## src/rtl/aes_byte_framer.sv

```systemverilog
// Purpose: packs received bytes into a 128-bit AES block, starts the core, and streams the ciphertext back out as 16 bytes.
// Latency: the 16th byte is accepted in T, aes_start fires in T+1; aes_done in D gives the first tx byte in D+1.
// Backpressure: rx_ready is low from START until the drain completes; tx bytes hold steady until tx_ready accepts them.
module aes_byte_framer #(
    parameter logic [7:0]  PAD_BYTE     = 8'h00,
    parameter int unsigned WAIT_TIMEOUT = 64
) (
    input  logic         clk,
    input  logic         rst_n,
    input  logic [7:0]   rx_data,
    input  logic         rx_valid,
    output logic         rx_ready,
    input  logic         flush,
    output logic         aes_start,
    output logic [127:0] aes_plaintext,
    input  logic         aes_done,
    input  logic [127:0] aes_ciphertext,
    output logic [7:0]   tx_data,
    output logic         tx_valid,
    input  logic         tx_ready,
    output logic         tx_last,
    output logic         busy,
    output logic         err_timeout
);

    localparam logic [1:0] S_FILL  = 2'd0;
    localparam logic [1:0] S_START = 2'd1;
    localparam logic [1:0] S_WAIT  = 2'd2;
    localparam logic [1:0] S_DRAIN = 2'd3;

    // Last wait count before the watchdog gives up on the core.
    localparam logic [15:0] WAIT_LAST = 16'(WAIT_TIMEOUT - 1);

    logic [1:0]   state;
    logic [3:0]   rx_cnt;
    logic [119:0] fill_buf;   // at most 15 bytes are ever held; the 16th goes straight to aes_plaintext
    logic [15:0]  wait_cnt;
    logic [3:0]   tx_cnt;
    logic [127:0] tx_shift;

    logic         rx_acc;
    logic         blk_full;
    logic         do_flush;
    logic [4:0]   n_bytes;
    logic [4:0]   n_pad;
    logic [6:0]   sh_bits;
    logic [127:0] blk_raw;
    logic [127:0] padded;

    assign rx_ready = (state == S_FILL);
    assign busy     = (state != S_FILL);
    assign tx_data  = tx_shift[127:120];

    assign rx_acc   = (state == S_FILL) && rx_valid;
    assign n_bytes  = {1'b0, rx_cnt} + {4'd0, rx_acc};
    assign blk_full = rx_acc && (rx_cnt == 4'd15);
    assign do_flush = (state == S_FILL) && flush && (n_bytes != 5'd0) && !blk_full;
    assign n_pad    = 5'd16 - n_bytes;
    assign sh_bits  = {n_pad[3:0], 3'b000};

    // Left-justify a partial block (including any byte accepted this cycle) and pad the tail.
    always_comb begin
        blk_raw = rx_acc ? {fill_buf, rx_data} : {8'h00, fill_buf};
        padded  = blk_raw << sh_bits;
        for (int i = 0; i < 16; i++) begin
            if (5'(i) < n_pad) begin
                padded[8*i +: 8] = PAD_BYTE;
            end
        end
    end

    // Block sequencer: fill, start the core, wait with watchdog, drain ciphertext.
    always_ff @(posedge clk or negedge rst_n) begin
        if (!rst_n) begin
            state         <= S_FILL;
            rx_cnt        <= 4'd0;
            fill_buf      <= '0;
            wait_cnt      <= 16'd0;
            tx_cnt        <= 4'd0;
            tx_shift      <= '0;
            aes_start     <= 1'b0;
            aes_plaintext <= '0;
            tx_valid      <= 1'b0;
            tx_last       <= 1'b0;
            err_timeout   <= 1'b0;
        end else begin
            aes_start   <= 1'b0;
            err_timeout <= 1'b0;
            case (state)
                S_FILL: begin
                    if (rx_acc) begin
                        fill_buf <= {fill_buf[111:0], rx_data};
                        rx_cnt   <= rx_cnt + 4'd1;
                    end
                    // A flush on the 16th byte is just a full block, so blk_full wins.
                    if (blk_full || do_flush) begin
                        aes_plaintext <= blk_full ? {fill_buf, rx_data} : padded;
                        aes_start     <= 1'b1;
                        rx_cnt        <= 4'd0;
                        fill_buf      <= '0;
                        state         <= S_START;
                    end
                end
                S_START: begin
                    wait_cnt <= 16'd0;
                    state    <= S_WAIT;
                end
                S_WAIT: begin
                    if (aes_done) begin
                        tx_shift <= aes_ciphertext;
                        tx_cnt   <= 4'd0;
                        tx_valid <= 1'b1;
                        tx_last  <= 1'b0;
                        state    <= S_DRAIN;
                    end else if (wait_cnt == WAIT_LAST) begin
                        // Core never answered: drop the block and reopen for input.
                        err_timeout <= 1'b1;
                        rx_cnt      <= 4'd0;
                        fill_buf    <= '0;
                        state       <= S_FILL;
                    end else begin
                        wait_cnt <= wait_cnt + 16'd1;
                    end
                end
                S_DRAIN: begin
                    if (tx_ready) begin
                        tx_shift <= {tx_shift[119:0], 8'h00};
                        tx_cnt   <= tx_cnt + 4'd1;
                        tx_last  <= (tx_cnt == 4'd14);
                        if (tx_cnt == 4'd15) begin
                            tx_valid <= 1'b0;
                            tx_last  <= 1'b0;
                            rx_cnt   <= 4'd0;
                            state    <= S_FILL;
                        end
                    end
                end
                default: state <= S_FILL;
            endcase
        end
    end

endmodule

```

## config.mk

```make
export PLATFORM = sky130hd
export DESIGN_NAME = aes_byte_framer
export DESIGN_NICKNAME = d
export VERILOG_FILES = /design/src/rtl/aes_byte_framer.sv
export SDC_FILE = /design/constraint.sdc
export NUM_CORES = 1
export LEC_CHECK = 0
export ABC_AREA = 1
export CORE_ASPECT_RATIO = 0.75
export CORE_MARGIN = 8
export CORE_UTILIZATION = 23
export CTS_CLUSTER_SIZE = 12
export DETAILED_ROUTE_END_ITERATION = 16
export GPL_TIMING_DRIVEN = 0
export PLACE_DENSITY = 0.48
export SLEW_MARGIN = 10
export SYNTH_ARGS = -nofsm -noshare
export SYNTH_HDL_FRONTEND = slang
export SYNTH_SLANG_ARGS = --single-unit
```

## constraint.sdc

```tcl
create_clock -name clk -period 4.4 [get_ports clk]
set_clock_uncertainty 0.05 [all_clocks]
set_input_delay 1.32 -clock clk [delete_from_list [all_inputs] [get_ports clk]]
set_output_delay 1.32 -clock clk [all_outputs]
set_load 0.005 [all_outputs]
```

==> results.md <==
* Slew Limit Headroom at 0.135
* Clock tree sinks at 406
* Min cycle time layout at 4.25 ns
* Worst setup startpoint: rx_valid
* I/O pins at 284
* Final #Nets at between 4000 and 5000
* Synth area leaders: dfrtp_1 40%, nand2_1 19%, nand3_1 17%
* Final setup viols at 0
* Ys flop type: dfrtp_1
* Placed cell area at ~0.030 mm^2
* Max cap viols at 0
* CP required at between 4 and 5 ns
* Sum Neg Setup Slack at 0 ns
* Grt total ovfl at 0
* #FFs+latches synth at 406
* First-pass GRT wire length at roughly 220000 um
* Family with the most delay on the worst path: buffers and inverters
* Ys async rst share at 1.00
* Drt total wl at about 160000 um
* Fmax achieved at about 240 MHz
* Post-synth top cells: 1258 x nand2_1, 847 x nand3_1, 406 x dfrtp_1
* Syn nets at a little under 4000
* CP Max Fanout at 10
* Register area share after synthesis at 0.404
* Total die area at roughly 0.12 mm^2
* CP endpoint kind: register
* Worst-path cell chain: dlymetal6s2s_1 > nand2_4 > clkinv_4 > ha_4 > inv_1 > buf_6 > buf_12 > buf_12 > ha_4 > inv_1 > nand3_1 > nand2_2 > buf_4 > clkbuf_2 > nand3_1 > nand3_1 > nand3_1 > a21oi_1
* CP max-delay cell: clkbuf_2
* First drt pass iteration count at 6
* PnR worst setup slack at roughly 0.15 ns
* Routed Antenna Nets at 0
* Startpoint types: primary input
* RSZ-0062 raised after global routing: false
* Syn_area_per_cell at about 6.6 um^2
* Crit path top cell by count: nand3_1
* Finished Cell Area at between 0.03 and 0.04 mm^2
* Arr. time, crit path at roughly 4.7 ns
* Outcome: completed
* Slew @ Worst Pin at about 1.3 ns
* Pin count of the biggest net entering global routing at just under 100
* Die W at 398 um
* Synth cell types at 39
* Initial antenna violation count at 11
* Vias in the first global route at 28221
* Hold_ws at about 0.43 ns
* WL/cell at a little under 30 um
* # DRC at 0
* Top-area cell type share of the netlist area at 0.404
* Placer Congestion at around 1.1
* HP Class: reg -> reg
* Post-synth top area cell: dfrtp_1
* Critical path buffers and inverters at 9
* CP max stage delay at 0.41 ns
* CTS root buf: clkbuf_16
* WS Path Type: in -> reg
* CTS tree: done
* Routed via count at 29872
* Buffers on Ports at ~280
* Post-place setup slack at -3.29 ns
* 1st-iter DRT viols at 3887
* H-tree level count at 2
* Post-Syn Area at 0.0251 mm^2
* Most common cell in the netlist: nand2_1
* Final clock period utilization by the worst path at 0.965
* Slew Viols, Final at 0
* Reg clk slew, reported paths at 0.06 ns
* EDFF count, synth at 0
* Clock buffer depth at 3
* Die height at between 300 and 400 um
* Core ar. at around 0.11 mm^2
* Num CTS Buffers at 47
* FP Rows at about 110
* GR Util All Layers at 0.260
* Layout cells sized above 1 at 0.0900
* Vias per cell at about 5.3
* Post-DP HPWL at approximately 130000 um
* Hold Vio Cnt, Final at 0
* R2R Path Start: state[0]$_DFFE_PN0P_
* Yosys warning count at 0
* Initial core utilization at 0.231
* Area growth syn-to-layout at 29.8%
* Clk_lat worst skew at 0.63 ns
* Hold Startpoint: aes_plaintext[121]$_DFFE_PN0P_
* Cells after Synth at about 3800
## state kept, by name, summed over array words and instances (netlist names)
name           flops
tx_cnt             4
err_timeout        1
tx_last            1
aes_start          1
state              2
tx_shift         128
aes_plaintext    128
rx_cnt             4
wait_cnt          16
fill_buf         120
tx_valid           1
## layer usage
layer	share of wire	GRT usage	vias to the layer above
met4	0.030	0.0715	0
met5	0	0	-
met1	0.47	0.394	14860
met2	0.39	0.353	1510
li1	-	-	13284
met3	0.11	0.0739	218
## tightest hold or removal path: stages, from the launching register on
cell and delay, ns:
dfrtp_1 0.34, nand2_1 0.05, nand2_1 0.05
## through the flow
stage                     utilization  std cells
final                           0.300       5614
after global routing            0.300       5612
after CTS                       0.299       5608
after detailed placement        0.274       5510
after global placement          0.273       5506
after floorplan                     -       3779
## repair_timing
item                                    CTS  global route
hold buffers                              0             0
gates resized for setup                 272            21
pin swaps                                 9             6
gates cloned                              3             0
endpoints found under the setup margin  255           197
buffers inserted                         16             6
## area by class of cell
type                            instances  area (um^2)
Antenna cell                            2         5.00
Buffer                                278         1580
Clock buffer                           63         1330
Clock inverter                         17          211
Fill cell                           12173        76300
Inverter                              154          599
Multi-Input combinational cell       2938        13700
Sequential cell                       406        10200
Tap cell                             1444         1810
Timing Repair Buffer                  312         3270
## path summary, 6_finish.rpt
check,slack [ns],cells past startpoint,endpoint
worst max-delay path,0.15,18,aes_plaintext[102]$_DFFE_PN0P_
worst min-delay path,0.43,2,aes_plaintext[121]$_DFFE_PN0P_
worst max register to register,0.41,19,aes_plaintext[102]$_DFFE_PN0P_
worst min register to register,0.43,2,aes_plaintext[121]$_DFFE_PN0P_
max in group asynchronous,2.31,3,wait_cnt[1]$_DFFE_PN0P_
min in group asynchronous,0.55,1,aes_plaintext[121]$_DFFE_PN0P_
## logic make-up (layout without fill, tap and decap cells)
group	after synthesis	after routing	share of synthesized area
AO/OA/AOI/OAI	465	465	0.100
adder cells (fa/ha/maj)	8	8	0.00398
other	0	2	0
XOR/XNOR	5	5	0.00174
AND/OR/NAND/NOR	2460	2460	0.416
buffers and inverters	435	824	0.0731
flip-flops	406	406	0.404
## cell usage in the layout, fill, tap and decap left out, types with 48 or more instances in the layout
| master | Yosys | final |
|---|---|---|
| nand2_1 | 1258 | 1250 |
| nand3_1 | 847 | 801 |
| dfrtp_1 | 406 | 406 |
| nor2_1 | 299 | 294 |
| clkdlybuf4s50_1 | 0 | 281 |
| a21oi_1 | 268 | 261 |
| inv_1 | 144 | 141 |
| a31oi_1 | 123 | 121 |
| clkbuf_1 | 114 | 92 |
| buf_2 | 97 | 77 |
| buf_4 | 22 | 56 |
| clkbuf_16 | 0 | 48 |
Power is left out: the tool's default activity adds up to more than one toggle a clock period on the data nets, which glitch-free logic cannot reach.
